==> config.mk <==
export PLATFORM = sky130hd
export DESIGN_NAME = mac_pe_vec_flat
export DESIGN_NICKNAME = d
export VERILOG_FILES = /design/src/rtl/mac_pe_vec_if.sv /design/src/rtl/mac_pe_vec.sv /design/src/flat_wrapper.sv
export SDC_FILE = /design/constraint.sdc
export NUM_CORES = 1
export LEC_CHECK = 0
export BUFFER_PORTS_ARGS = -buffer_cell sky130_fd_sc_hd__buf_2
export CORE_ASPECT_RATIO = 0.9
export CORE_MARGIN = 3
export CORE_UTILIZATION = 45
export CTS_BUF_LIST = sky130_fd_sc_hd__clkbuf_4 sky130_fd_sc_hd__clkbuf_8
export CTS_CLUSTER_DIAMETER = 50
export DETAILED_ROUTE_END_ITERATION = 10
export GPL_TIMING_DRIVEN = 0
export PLACE_DENSITY = 0.73
export RECOVER_POWER = 25
export SLEW_MARGIN = 40
export SYNTH_ARGS = -nofsm -noshare
export SYNTH_HDL_FRONTEND = slang
export SYNTH_SLANG_ARGS = --single-unit
export TNS_END_PERCENT = 1
==> constraint.sdc <==
create_clock -name clk -period 6.3 [get_ports clk]
set_clock_uncertainty 0.2 [all_clocks]
set_input_delay 1.89 -clock clk [delete_from_list [all_inputs] [get_ports clk]]
set_output_delay 1.89 -clock clk [all_outputs]
set_load 0.02 [all_outputs]
==> src/rtl/mac_pe_vec_if.sv <==
// Handshake bundle for mac_pe_vec: operand beat stream in, one result per vector out.
// Parameters must match those of the attached mac_pe_vec instance.
interface mac_pe_vec_if #(
    parameter int IN_W  = 8,
    parameter int ACC_W = 32,
    parameter int LANES = 4,
    parameter int CNT_W = 16
);
    logic                    in_valid;
    logic                    in_ready;
    logic [LANES*IN_W-1:0]   in_a;
    logic [LANES*IN_W-1:0]   in_b;
    logic                    in_last;
    logic                    out_valid;
    logic                    out_ready;
    logic [ACC_W-1:0]        out_data;
    logic                    out_sat;
    logic [CNT_W-1:0]        out_count;

    modport master (
        output in_valid, in_a, in_b, in_last, out_ready,
        input  in_ready, out_valid, out_data, out_sat, out_count
    );

    modport slave (
        input  in_valid, in_a, in_b, in_last, out_ready,
        output in_ready, out_valid, out_data, out_sat, out_count
    );
endinterface

==> src/rtl/mac_pe_vec.sv <==
// Vector MAC PE: LANES signed products per beat, adder-tree reduce, accumulate until in_last.
// Latency: two register stages (product register, then result register) from beat capture to out_valid.
// Backpressure: only a pending last beat stalls, and only while an unconsumed result sits in the output register.
module mac_pe_vec #(
    parameter int IN_W     = 8,
    parameter int ACC_W    = 32,
    parameter int LANES    = 4,
    parameter int CNT_W    = 16,
    parameter bit SATURATE = 1'b1
) (
    input  logic         clk,
    input  logic         reset,
    mac_pe_vec_if.slave  bus
);
    localparam int PW = 2 * IN_W;

    logic signed [IN_W-1:0]  w_a_lane [LANES];
    logic signed [IN_W-1:0]  w_b_lane [LANES];
    logic signed [PW-1:0]    w_prod   [LANES];
    logic signed [PW-1:0]    r_prod   [LANES];
    logic                    r_s1_vld;
    logic                    r_s1_last;

    logic signed [ACC_W-1:0] r_acc;
    logic [CNT_W-1:0]        r_cnt;
    logic                    r_sticky;

    logic                    r_out_vld;
    logic [ACC_W-1:0]        r_out_dat;
    logic                    r_out_sat;
    logic [CNT_W-1:0]        r_out_cnt;

    logic                    w_stall;
    logic                    w_accept;
    logic                    w_s2_go;
    logic signed [ACC_W-1:0] w_sum;
    logic signed [ACC_W:0]   w_raw;
    logic                    w_ovf;
    logic signed [ACC_W-1:0] w_acc_nxt;
    logic [CNT_W-1:0]        w_cnt_nxt;

    // A last beat in S1 cannot retire while the output register is still occupied.
    assign w_stall  = r_out_vld & ~bus.out_ready & r_s1_vld & r_s1_last;
    assign w_accept = bus.in_valid & ~w_stall;
    assign w_s2_go  = r_s1_vld & ~w_stall;

    always_comb begin
        for (int i = 0; i < LANES; i++) begin
            w_a_lane[i] = bus.in_a[i*IN_W +: IN_W];
            w_b_lane[i] = bus.in_b[i*IN_W +: IN_W];
            w_prod[i]   = PW'(w_a_lane[i]) * PW'(w_b_lane[i]);
        end
    end

    always_comb begin
        w_sum = '0;
        for (int i = 0; i < LANES; i++) begin
            w_sum = w_sum + ACC_W'(r_prod[i]);
        end
    end

    // One extra bit exposes signed overflow of the accumulate.
    always_comb begin
        w_raw     = (ACC_W+1)'(r_acc) + (ACC_W+1)'(w_sum);
        w_ovf     = w_raw[ACC_W] ^ w_raw[ACC_W-1];
        w_acc_nxt = w_raw[ACC_W-1:0];
        if (SATURATE && w_ovf) begin
            w_acc_nxt = w_raw[ACC_W] ? {1'b1, {(ACC_W-1){1'b0}}}
                                     : {1'b0, {(ACC_W-1){1'b1}}};
        end
        w_cnt_nxt = (&r_cnt) ? r_cnt : r_cnt + 1'b1;
    end

    always_ff @(posedge clk or negedge reset) begin
        if (!reset) begin
            r_s1_vld  <= 1'b0;
            r_s1_last <= 1'b0;
            for (int i = 0; i < LANES; i++) r_prod[i] <= '0;
        end else if (!w_stall) begin
            r_s1_vld <= w_accept;
            if (w_accept) begin
                r_s1_last <= bus.in_last;
                for (int i = 0; i < LANES; i++) r_prod[i] <= w_prod[i];
            end
        end
    end

    always_ff @(posedge clk or negedge reset) begin
        if (!reset) begin
            r_acc    <= '0;
            r_cnt    <= '0;
            r_sticky <= 1'b0;
        end else if (w_s2_go) begin
            if (r_s1_last) begin
                r_acc    <= '0;
                r_cnt    <= '0;
                r_sticky <= 1'b0;
            end else begin
                r_acc    <= w_acc_nxt;
                r_cnt    <= w_cnt_nxt;
                r_sticky <= r_sticky | w_ovf;
            end
        end
    end

    // Load wins over consume, so a result can retire and be replaced in one cycle.
    always_ff @(posedge clk or negedge reset) begin
        if (!reset) begin
            r_out_vld <= 1'b0;
            r_out_dat <= '0;
            r_out_sat <= 1'b0;
            r_out_cnt <= '0;
        end else if (w_s2_go && r_s1_last) begin
            r_out_vld <= 1'b1;
            r_out_dat <= w_acc_nxt;
            r_out_sat <= r_sticky | w_ovf;
            r_out_cnt <= w_cnt_nxt;
        end else if (r_out_vld && bus.out_ready) begin
            r_out_vld <= 1'b0;
        end
    end

    assign bus.in_ready  = ~w_stall;
    assign bus.out_valid = r_out_vld;
    assign bus.out_data  = r_out_dat;
    assign bus.out_sat   = r_out_sat;
    assign bus.out_count = r_out_cnt;
endmodule
==> src/flat_wrapper.sv <==
// flat-port wrapper written by rule: the top's interface ports become plain ports
module mac_pe_vec_flat 
#(
    parameter int IN_W     = 8,
    parameter int ACC_W    = 32,
    parameter int LANES    = 4,
    parameter int CNT_W    = 16,
    parameter bit SATURATE = 1'b1
)
  (clk, reset, bus_in_valid, bus_in_a, bus_in_b, bus_in_last, bus_out_ready, bus_in_ready, bus_out_valid, bus_out_data, bus_out_sat, bus_out_count);
  mac_pe_vec_if #(.IN_W(IN_W), .ACC_W(ACC_W), .LANES(LANES), .CNT_W(CNT_W)) bus_i ();
  input  logic clk;
  input  logic reset;
  input wire logic [$bits(bus_i.in_valid)-1:0] bus_in_valid;
  input wire logic [$bits(bus_i.in_a)-1:0] bus_in_a;
  input wire logic [$bits(bus_i.in_b)-1:0] bus_in_b;
  input wire logic [$bits(bus_i.in_last)-1:0] bus_in_last;
  input wire logic [$bits(bus_i.out_ready)-1:0] bus_out_ready;
  output wire logic [$bits(bus_i.in_ready)-1:0] bus_in_ready;
  output wire logic [$bits(bus_i.out_valid)-1:0] bus_out_valid;
  output wire logic [$bits(bus_i.out_data)-1:0] bus_out_data;
  output wire logic [$bits(bus_i.out_sat)-1:0] bus_out_sat;
  output wire logic [$bits(bus_i.out_count)-1:0] bus_out_count;
  assign bus_i.in_valid = bus_in_valid;
  assign bus_i.in_a = bus_in_a;
  assign bus_i.in_b = bus_in_b;
  assign bus_i.in_last = bus_in_last;
  assign bus_i.out_ready = bus_out_ready;
  assign bus_in_ready = bus_i.in_ready;
  assign bus_out_valid = bus_i.out_valid;
  assign bus_out_data = bus_i.out_data;
  assign bus_out_sat = bus_i.out_sat;
  assign bus_out_count = bus_i.out_count;
  mac_pe_vec #(.IN_W(IN_W), .ACC_W(ACC_W), .LANES(LANES), .CNT_W(CNT_W), .SATURATE(SATURATE)) u_core (.clk(clk), .reset(reset), .bus(bus_i));
endmodule
* Word level (Yosys, flattened, before mapping) *
Index checks and enable logic that the tools add are counted.

word-level totals
  output and inout port bits = 51
  bits in registers = 165

cells by class
  reductions and logical operators = 5
  multipliers = 4
  bitwise operators = 9
  $add $sub $neg = 5
  mux-type cells = 8

operators by type and width
  operator                                        count
  2-to-1 mux 32 bit                               3
  multiplier 8 x 8 -> 16 bit                      4
  adder 32 x 32 -> 33 bit                         1
  adder 32 x 16 -> 32 bit                         1
  2-to-1 mux 16 bit                               2
  adder 17 x 16 -> 18 bit                         1
  adder 16 x 16 -> 17 bit                         1
  adder 16 x 1 -> 16 bit (second input constant)  1
  AND reduction 16 bit                            1
  bitwise AND 1 bit                               5
  2-to-1 mux 1 bit                                3
  logical AND 1 bit                               2
  NOT 1 bit                                       2
  AND reduction 2 bit                             1
  nonzero test 2 bit                              1
  bitwise OR 1 bit                                1
  XOR 1 bit                                       1

* Depth between registers and ports, before layout *
Gate-level depths: netlist of run 1.

  word-level depth = 8
  mapped depth = 32
  mapped depth without buffers = 30

* Worst setup path before layout of run 1 *
No wires, ideal clock.

  path type = register to register
  start = register u_core.r_prod[17] (netlist name)
  end = register u_core.r_out_dat[28] (netlist: u_core.bus.out_data[28])
  data arrival time = 6.287 ns
  path buffers = 1
  cell stages (with the launch flop) = 32
  setup time = 0.125 ns
  setup slack = -0.312 ns
  required time = 5.975 ns
  cell sequence = dfrtp_1 inv_1 fa_1 inv_1 ha_1 inv_1 fa_1 nor2b_1 o21ai_0 a21boi_0 o211ai_1 a21oi_1 o311a_1 o21ai_0 a21oi_1 o22ai_1 ha_1 inv_1 a2111oi_0 a21oi_1 a41oi_1 ha_1 clkbuf_1 nand2_1 nor4_2 a221oi_2 o31ai_1 a211oi_1 nand3_1 mux2_4 a31o_1 mux2_4

between the ends
  longest elaborated chain between the ends = 5
  elaborated cells between the ends (all ways) = 6
  classes of those cells = add/sub (3); mux (2); bitwise (1)

ends and longest elaborated chain
  what                                            RTL line                            RTL
  start: declaration                              mac_pe_vec.sv:20                    logic signed [PW-1:0] r_prod [LANES];
  adder 17 x 16 -> 18 bit *                       mac_pe_vec.sv:58                    w_sum = w_sum + ACC_W'(r_prod[i]);
  adder 32 x 16 -> 32 bit *                       mac_pe_vec.sv:58
  adder 32 x 32 -> 33 bit *                       mac_pe_vec.sv:64                    w_raw = (ACC_W+1)'(r_acc) + (ACC_W+1)'(w_sum);
  2-to-1 mux 32 bit or XOR 1 bit (tied branches)  mac_pe_vec.sv:68, mac_pe_vec.sv:65
  2-to-1 mux 32 bit *                             mac_pe_vec.sv:67                    if (SATURATE && w_ovf) begin
  end signal: assignment                          mac_pe_vec.sv:115                   r_out_dat <= w_acc_nxt;
  end: declaration                                mac_pe_vec.sv:29                    logic [ACC_W-1:0] r_out_dat;

Mark *: on every way between the ends. The rest lies on a longest branch, timed or not.
A chain may end at the register's enable or synchronous reset.

* Worst setup path in the final report of run 1 *
  start = register u_core.r_prod[18] (netlist name)
  end = register u_core.r_out_dat[28] (netlist: u_core.bus.out_data[28])

The elaborated chain is that of the path after synthesis.

==> results of run 1 <==
-- area by class of cell --
class / instances / area [sq um] / area share [%]
multi-input combinational: 1665 / 14990 / 65.92
timing repair buffer: 167 / 1016 / 4.469
tap: 592 / 740.7 / 3.258
inverter: 300 / 1126 / 4.953
buffer: 59 / 324.1 / 1.425
clock buffer: 17 / 234.0 / 1.029
sequential: 165 / 4129 / 18.16
clock inverter: 15 / 177.7 / 0.7815
-- cell usage after synthesis, types with 12 or more instances --
| library cell | instances | area (sq um) |
|---|---|---|
| sky130_fd_sc_hd__xor2_1 | 34 | 297.8 |
| sky130_fd_sc_hd__clkbuf_1 | 48 | 180.2 |
| sky130_fd_sc_hd__a21o_1 | 28 | 210.2 |
| sky130_fd_sc_hd__a21oi_2 | 12 | 105.1 |
| sky130_fd_sc_hd__xnor2_1 | 85 | 744.5 |
| sky130_fd_sc_hd__nand4_1 | 17 | 106.4 |
| sky130_fd_sc_hd__o21ai_0 | 171 | 855.8 |
| sky130_fd_sc_hd__o21ai_1 | 16 | 80.08 |
| sky130_fd_sc_hd__a31oi_1 | 14 | 87.58 |
| sky130_fd_sc_hd__o31ai_1 | 18 | 135.1 |
| sky130_fd_sc_hd__and2_1 | 159 | 994.7 |
| sky130_fd_sc_hd__a211oi_1 | 15 | 112.6 |
| sky130_fd_sc_hd__mux2_2 | 18 | 202.7 |
| sky130_fd_sc_hd__or3_1 | 13 | 81.33 |
| sky130_fd_sc_hd__ha_1 | 185 | 2315 |
| sky130_fd_sc_hd__nand3_1 | 27 | 135.1 |
| sky130_fd_sc_hd__and3_1 | 14 | 87.58 |
| sky130_fd_sc_hd__nand2b_1 | 43 | 269.0 |
| sky130_fd_sc_hd__fa_1 | 239 | 4785 |
| sky130_fd_sc_hd__dfrtp_1 | 165 | 4129 |
| sky130_fd_sc_hd__nor3_1 | 24 | 120.1 |
| sky130_fd_sc_hd__nor2b_1 | 14 | 87.58 |
| sky130_fd_sc_hd__nand2_1 | 250 | 938.4 |
| sky130_fd_sc_hd__nor2_1 | 67 | 251.5 |
| sky130_fd_sc_hd__inv_1 | 300 | 1126 |
| sky130_fd_sc_hd__a21oi_1 | 103 | 515.5 |
-- final timing paths --
check / from / to / cells past startpoint
worst max register to register: u_core.r_prod[18]$_DFFE_PN0P_ / u_core.bus.out_data[28]$_DFFE_PN0P_ / 29
worst max-delay path: u_core.r_prod[18]$_DFFE_PN0P_ / u_core.bus.out_data[28]$_DFFE_PN0P_ / 29
worst min register to register: u_core.bus.out_count[1]$_DFFE_PN0P_ / u_core.bus.out_count[1]$_DFFE_PN0P_ / 2
min in group asynchronous: reset / u_core.bus.out_count[5]$_DFFE_PN0P_ / 1
worst min-delay path: u_core.bus.out_count[1]$_DFFE_PN0P_ / u_core.bus.out_count[1]$_DFFE_PN0P_ / 2
max in group asynchronous: reset / u_core.bus.out_data[18]$_DFFE_PN0P_ / 2
-- cell families after synthesis --
kind of cell             Yosys count  share of synthesized area, %
AND/OR/NAND/NOR                  654                         16.41
AO/OA/AOI/OAI                    444                         13.44
adder cells (fa/ha/maj)          424                         35.69
buffers and inverters            363                         7.089
flip-flops                       165                         20.76
XOR/XNOR                         119                         5.240
multiplexers                      24                         1.371
-- through the flow --
step | setup WS [ns] | cells | setup TNS (ns) | util [%] | hold slack, ns
2_1_floorplan | 0.008035 | 2193 | 0 | - | 0.2551
3_3_place_gp | -0.8575 | 2902 | -52.40 | 49.11 | 0.2585
3_5_place_dp | -1.101 | 2904 | -67.83 | 49.25 | 0.2662
4_1_cts | -0.3745 | 2968 | -21.85 | 51.76 | 0.2929
5_1_grt | -0.8906 | 2980 | -52.67 | 52.47 | 0.3278
6_report | -0.6447 | 2980 | -32.25 | 52.47 | 0.2868
-- routing by layer --
layer  up-vias  wire [um]
met5         -         13
met4         2       1320
met3        75       2006
met2       380      24300
met1      7969      20910
li1       7561          -
-- state kept, by name (all words and copies together), names as in the netlist --
signal / cells
u_core.r_prod: 64
u_core.bus.out_data: 32
u_core.r_acc: 32
u_core.bus.out_count: 16
u_core.r_cnt: 16
u_core.bus.out_sat: 1
u_core.bus.out_valid: 1
u_core.r_s1_last: 1
u_core.r_s1_vld: 1
u_core.r_sticky: 1
-- critical path, delay by kind of cell (launching register included) --
kind	cells	cell delay (ns)
AOI/OAI and AO/OA	13	2.55
adders and majority gates	4	1.38
and+or+nand+nor	5	0.99
DFF	1	0.44
muxes	2	0.44
buffers and inverters	3	0.43
xor gates and xnor gates	2	0.40
-- what timing repair did --
action / 4_1_cts / 5_1_grt
pin swaps: 45 / 55
setup buffers: 33 / 13
gates resized for setup: 110 / 79
gates cloned: 3 / 0
setup endpoints to repair: 66 / 70
==> flow_results.org, run 1 <==
** Outcome
- The flow ran to the end, but the final reports show violations.
- Violations in the final reports :: capacitance limit, slew limit, setup timing

** STA
- For the pin with the worst max-slew slack, the measured transition is about 2.9 ns.
- Of the available clock period, the critical path in the final layout requires 110.2%.
- Setup slack on the critical path of the routed design comes to -0.6447 ns.
- The number of max-slew violations in the final report came to 94.
- Setup repair after global routing could not meet its margin everywhere.
- The routed design could run at a clock period as short as 6.945 ns.
- Setup violations remaining at the end of the flow were counted as 66.
- Max Clk Rate :: 0.1440 GHz
- Headroom to the max-slew limit came out at -91.55%.
- The hold violation total from the final report came to 0.

** Global routing
- Global routing used 2.725% of the available met3 tracks.
- The number of global-route vias before repair is 16520.
- Gr busiest metal :: met2
- Global router's overall resource usage :: a little over a fifth
- Global routing used a little under two fifths of the available met2 tracks.
- GR met1 Demand/Resource :: 26.95%
- Global routing finished with a remaining overflow of 0.
- Number of antenna violations at the first check in global routing :: 1
- Entering global routing, the biggest net connects 75 pins.
- The first global-routing pass estimated around 80000 um of wire.

** Critical path
- Internal reg-to-reg setup slack :: -0.64 ns
- Maximum net fanout on the critical path :: 6
- Worst EP arrival :: 7.12 ns
- The setup path with the least slack is of type register to register.
- The worst setup path is launched from a register.
- Max stage delay on crit path :: 0.52 ns
- Required time reported for the critical path endpoint :: 6.47 ns
- The slowest stage of the critical path belongs to the cell sky130_fd_sc_hd__fa_1.
- STA classifies the critical path endpoint as a register.

** Floorplan
- The floorplan step set the die width to ~230 um.
- Die span in y :: 205.5 um
- Initial cell density of the core :: 45.90%
- Core box area :: 0.04333 sq mm
- The floorplan step defined a die boundary enclosing roughly 0.047 sq mm.
- During I/O placement, the number of pins put on the boundary was 120.
- Number of cell rows :: 72

** Clock network
- The tree is rooted in a sky130_fd_sc_hd__clkbuf_8.
- For the worst-skew pair, the clock arrives at the later sink with an insertion delay of 0.49 ns.
- Clock tree from TritonCTS :: built
- For this design, the sink count on the clock tree is 165.
- Number of hold-repair buffers added at the cts stage :: 0
- Register clock-pin slew on the reported worst setup and hold paths :: 0.12 ns
- H-Tree Level Count :: 4
- Maximum root-to-sink buffer count :: 2
- In this run, CTS created clock tree buffers numbering 17.

** Logic synthesis
- After synthesis the cells add up to 0.01989 sq mm.
- In this run, synthesis produced a sequential element count of 165.
- The synthesized netlist contains 65 unique library cells.
- Among all flip-flop cells after synthesis, the most frequent one is sky130_fd_sc_hd__dfrtp_1.
- FFs w/ async S/R, synth :: 100.0%
- The share of the Yosys chip area taken by registers is 20.76%.
- Counting every net in the synthesized netlist gives 2686.
- A synthesized cell averages between 9 and 10 sq um.
- Warning count from the yosys run :: 0
- Number of cells produced by synthesis :: 2193
- EDFF count, synth :: 0

** Layout
- Number of fill cells :: 3852
- The number of antenna diodes in the final layout is 0.
- Leaving out fill and tap cells, the most frequent cell in the layout is sky130_fd_sc_hd__inv_1.
- The library cells used most frequently in the layout, excluding fill and tap cells, are sky130_fd_sc_hd__inv_1 (295), sky130_fd_sc_hd__nand2_1 (246), sky130_fd_sc_hd__fa_1 (238), sky130_fd_sc_hd__ha_1 (171), sky130_fd_sc_hd__dfrtp_1 (165).
- Compared with the post-synthesis result, the final layout area differs by 14.30%.
- Cells with a size suffix above 1 make up between 10% and 20% of the layout.
- In the final design database the tool counted 2868 nets.
- Final instance area :: 0.02273 sq mm

** Routing
- Initial detailed-routing violation count :: about 950
- Summed over all layers, the routed wires come to 48550 um.
- For this run, design rule violations remaining after detail routing come to 0.
- Detailed-route via count :: roughly 16000
- Via-to-Cell Ratio :: 5.365
- The count of nets left with antenna violations once routing finished came out at 0.
- DR pass1 iterations :: 6
- After detailed routing, the average wire length per cell comes to roughly 16 um.

** Placement
- Final HPWL DP :: between 30000 and 40000 um
- Routability cong. :: just over 0.9
- Input/output buffers :: 117
- Post-DP Area :: ~0.021 sq mm

** Hold path
- Hold Path Class :: register to register

** Job
- Max-cap violations in this run came to 2.
Power of run 1 is not shown: default switching activity piles up to over one toggle a cycle in this logic, so the estimate is an artifact.
==> run 2, diff against run 1 <==
Settings changed: BUFFER_PORTS_ARGS -buffer_cell sky130_fd_sc_hd__buf_2 to unset, CORE_UTILIZATION 45 to 30, DONT_BUFFER_PORTS set to 1, PLACE_DENSITY 0.73 to 0.54.
==> run 2 against run 1 <==
The run ends with setup timing left. Non-clock buffer count shrank 121. Cell area down 1.1%. Critical path depth grew 3. Fmax up 2.6%. Setup slack better by 0.18 ns. Critical path type unchanged. Highest routed layer is now met4.
==> flow_results.org, run 2 (same netlist as run 1, synthesis figures left out) <==
** Outcome
- Outcome :: complete, but fails checks
- Violations in the final reports :: setup timing

** Critical path
- Startpoint type of the worst setup path :: register
- Worst EP arrival :: 6.94 ns (-0.18 ns)
- The worst setup path is of the register to register kind.
- STA classifies the critical path endpoint as a register.
- Required time reported for the critical path endpoint :: 6.48 ns (about the same)
- Max stage delay on crit path :: 0.46 ns (-0.06 ns)
- Max stage delay cell, worst path :: sky130_fd_sc_hd__fa_1
- Maximum net fanout on the critical path :: 7 (+1)

** Layout
- Seq. cell area :: 0.004129 sq mm (unchanged)
- Number of fill cells :: 6599 (+71%)
- Most common library cell in the layout ignoring fill and taps :: sky130_fd_sc_hd__inv_1
- Register containing the most flip-flops in the final layout :: u_core.r_prod
- The area growth from synthesis to layout is 13.03%.
- The count of antenna diodes in the layout is 0 (unchanged).
- Layout cells sized above 1 :: 10.59% (-4.9 points)
- Net count of the finished layout :: 2747 (-4.2%)
- Final instance area :: 0.02248 sq mm (-1.1%)
- Leaving out fill and tap cells, the most frequent cells in the layout are sky130_fd_sc_hd__inv_1 (296), sky130_fd_sc_hd__nand2_1 (247), sky130_fd_sc_hd__fa_1 (238), sky130_fd_sc_hd__ha_1 (175), sky130_fd_sc_hd__dfrtp_1 (165).
- The flip-flop count of the largest register, all copies and words added is 64 (unchanged).
- Area of the multi-input gates :: 0.01500 sq mm (about the same)

** Placement
- Routability cong. :: 0.8595 (-5.8%)
- Worst slack, placed :: -1.267 ns (-0.1664 ns)
- Input/output buffers :: 0 (-100%)
- Post-DP Area :: 0.02103 sq mm (-1.4%)
- The half-perimeter wire length of the detailed placement result came to 41230 um (+5.5%).

** Hold path
- Hold Path Class :: register to register

** Routing
- Detailed-route via count :: 15250 (-4.6%)
- The first-pass detailed-route iteration total came to 5 (-1).
- The overall routed net length is 50580 um (+4.2%).
- Initial detailed-routing violation count :: 825 (-13%)
- Mean routed wirelength per cell :: 16.20 um (-0.56%)
- Via-to-Cell Ratio :: 4.886 (-8.9%)
- Number of antenna-violating nets in the routed design :: 0 (unchanged)
- The DRC violation count after routing came to 0 (unchanged).

** Global routing
- The number of antenna violations at the first check in global routing is 1 (unchanged).
- The number of global-route vias before repair is 16080 (-2.7%).
- The wire length of the first global-routing pass is 84730 um (+5.9%).
- Global router's overall resource usage :: 14.85% (-6.1 points)
- The global-route congestion overflow total came to 0 (unchanged).
- The largest net degree at the start of global routing is 166 (+120%).

** Floorplan
- The horizontal extent of the die is 277.4 um (+22%).
- Number of top-level design ports :: 120 (unchanged)
- Die span in y :: 250.3 um (+22%)
- The starting utilization of the core area is 30.67% (-15 points).
- The site row count is 88 (+22%).
- The die area is 0.06943 sq mm (+48%).
- The area of the core was 0.06485 sq mm (+50%).

** STA
- Shortest period the worst path allows :: 6.766 ns (-0.1783 ns)
- Setup repair after global routing missed its margin :: true
- The number of setup violations in the final report came to 64 (-3.0%).
- Max Clk Rate :: 0.1478 GHz (+2.6%)
- Slew headroom :: 49.51% (+140 points)
- Total count of hold-check failures in the final report :: 0 (unchanged)
- Count of pins over their slew limit :: 0 (-100%)
- The setup slack of the critical path after layout was -0.4664 ns (+0.1783 ns).
- Worst-margin pin slew :: 0.7573 ns (-2.116 ns)
- Final cycle utilization of the critical path :: 107.4% (-2.8 points)

** Clock network
- Clk_lat worst skew :: 0.49 ns (about the same)
- Clock tree from TritonCTS :: built
- The CTS H-tree depth is 4 (unchanged).
- CTS placed an instance of sky130_fd_sc_hd__clkbuf_8 at the clock tree root.
- Maximum root-to-sink buffer count :: 2 (unchanged)
- The number of buffers created by CTS is 17 (unchanged).
- Register clock-pin slew on the reported worst setup and hold paths :: 0.10 ns (-0.02 ns)
- The number of sinks on the clock net came to 165 (unchanged).
- Number of hold-repair buffers added at the cts stage :: 0 (unchanged)

** Job
- Maximum capacitance violations :: 0 (-2)
==> run 2: cell types whose count changed in the layout (fill, tap and decap cells not counted), moves of 3 or more <==
cell                       previous run  this run
sky130_fd_sc_hd__ha_1               171       175
sky130_fd_sc_hd__buf_12               1         6
sky130_fd_sc_hd__inv_8                5         2
sky130_fd_sc_hd__clkinv_8             4         1
sky130_fd_sc_hd__a21oi_4              5        16
sky130_fd_sc_hd__o21ai_1             49        39
sky130_fd_sc_hd__o21ai_0            124       133
sky130_fd_sc_hd__a21oi_2             37        25
sky130_fd_sc_hd__buf_6               15         6
sky130_fd_sc_hd__buf_2              119         2
==> run 2: final timing paths <==
| kind | from | cells past startpoint | to | slack [ns] |
|---|---|---|---|---|
| max | u_core.r_prod[49]$_DFFE_PN0P_ | 32 | u_core.bus.out_data[28]$_DFFE_PN0P_ | -0.47 |
| min | u_core.r_prod[0]$_DFFE_PN0P_ | 2 | u_core.r_prod[0]$_DFFE_PN0P_ | 0.30 |
| max reg2reg | u_core.r_prod[49]$_DFFE_PN0P_ | 32 | u_core.bus.out_data[28]$_DFFE_PN0P_ | -0.47 |
| min reg2reg | u_core.r_prod[0]$_DFFE_PN0P_ | 2 | u_core.r_prod[0]$_DFFE_PN0P_ | 0.30 |
| max in group asynchronous | reset | 0 | u_core.r_prod[37]$_DFFE_PN0P_ | 4.62 |
| min in group asynchronous | reset | 0 | u_core.bus.out_count[10]$_DFFE_PN0P_ | 0.88 |
==> run 2: critical path, delay by kind of cell (launching register included) <==
kind                       cells  cell delay, ns
AOI/OAI and AO/OA             10            1.99
xor gates and xnor gates       2            0.25
adders and majority gates      5            1.45
buffers and inverters          7            0.72
DFF                            1            0.38
muxes                          2            0.44
and+or+nand+nor                6            1.27
==> run 2: cell type report <==
class	instances	share of cell area, %
Timing Repair Buffer	46	1.759
Multi-Input combinational cell	1665	66.71
Clock inverter	14	0.7513
Tap cell	855	4.758
Sequential cell	165	18.37
Inverter	300	5.009
Clock buffer	18	1.074
Buffer	59	1.569
==> run 2: layer usage <==
layer | vias up | track usage [%] | wire [um]
li1 | 7320 | - | -
met1 | 7603 | 19.19 | 22480
met2 | 285 | 26.09 | 25290
met3 | 46 | 2.498 | 2038
met4 | 0 | 3.061 | 772
met5 | - | 0 | 0
==> run 2: timing repair <==
item,CTS,global route
setup endpoints to repair,66,68
cloned,2,0
setup buffers,35,9
pin swaps,54,29
gates resized for setup,130,47
==> run 2: metrics by stage <==
step | std cells | util [%] | TNS (ns) | hold slack, ns
3_3_place_gp | 3048 | 32.42 | -63.76 | 0.2729
3_5_place_dp | 3049 | 32.43 | -70.79 | 0.2792
6_report | 3122 | 34.67 | -23.57 | 0.2959
5_1_grt | 3122 | 34.67 | -45.16 | 0.3247
2_1_floorplan | 2193 | - | 0 | 0.2551
4_1_cts | 3114 | 34.38 | -18.35 | 0.3016
Power of run 2 is left out for the same reason.
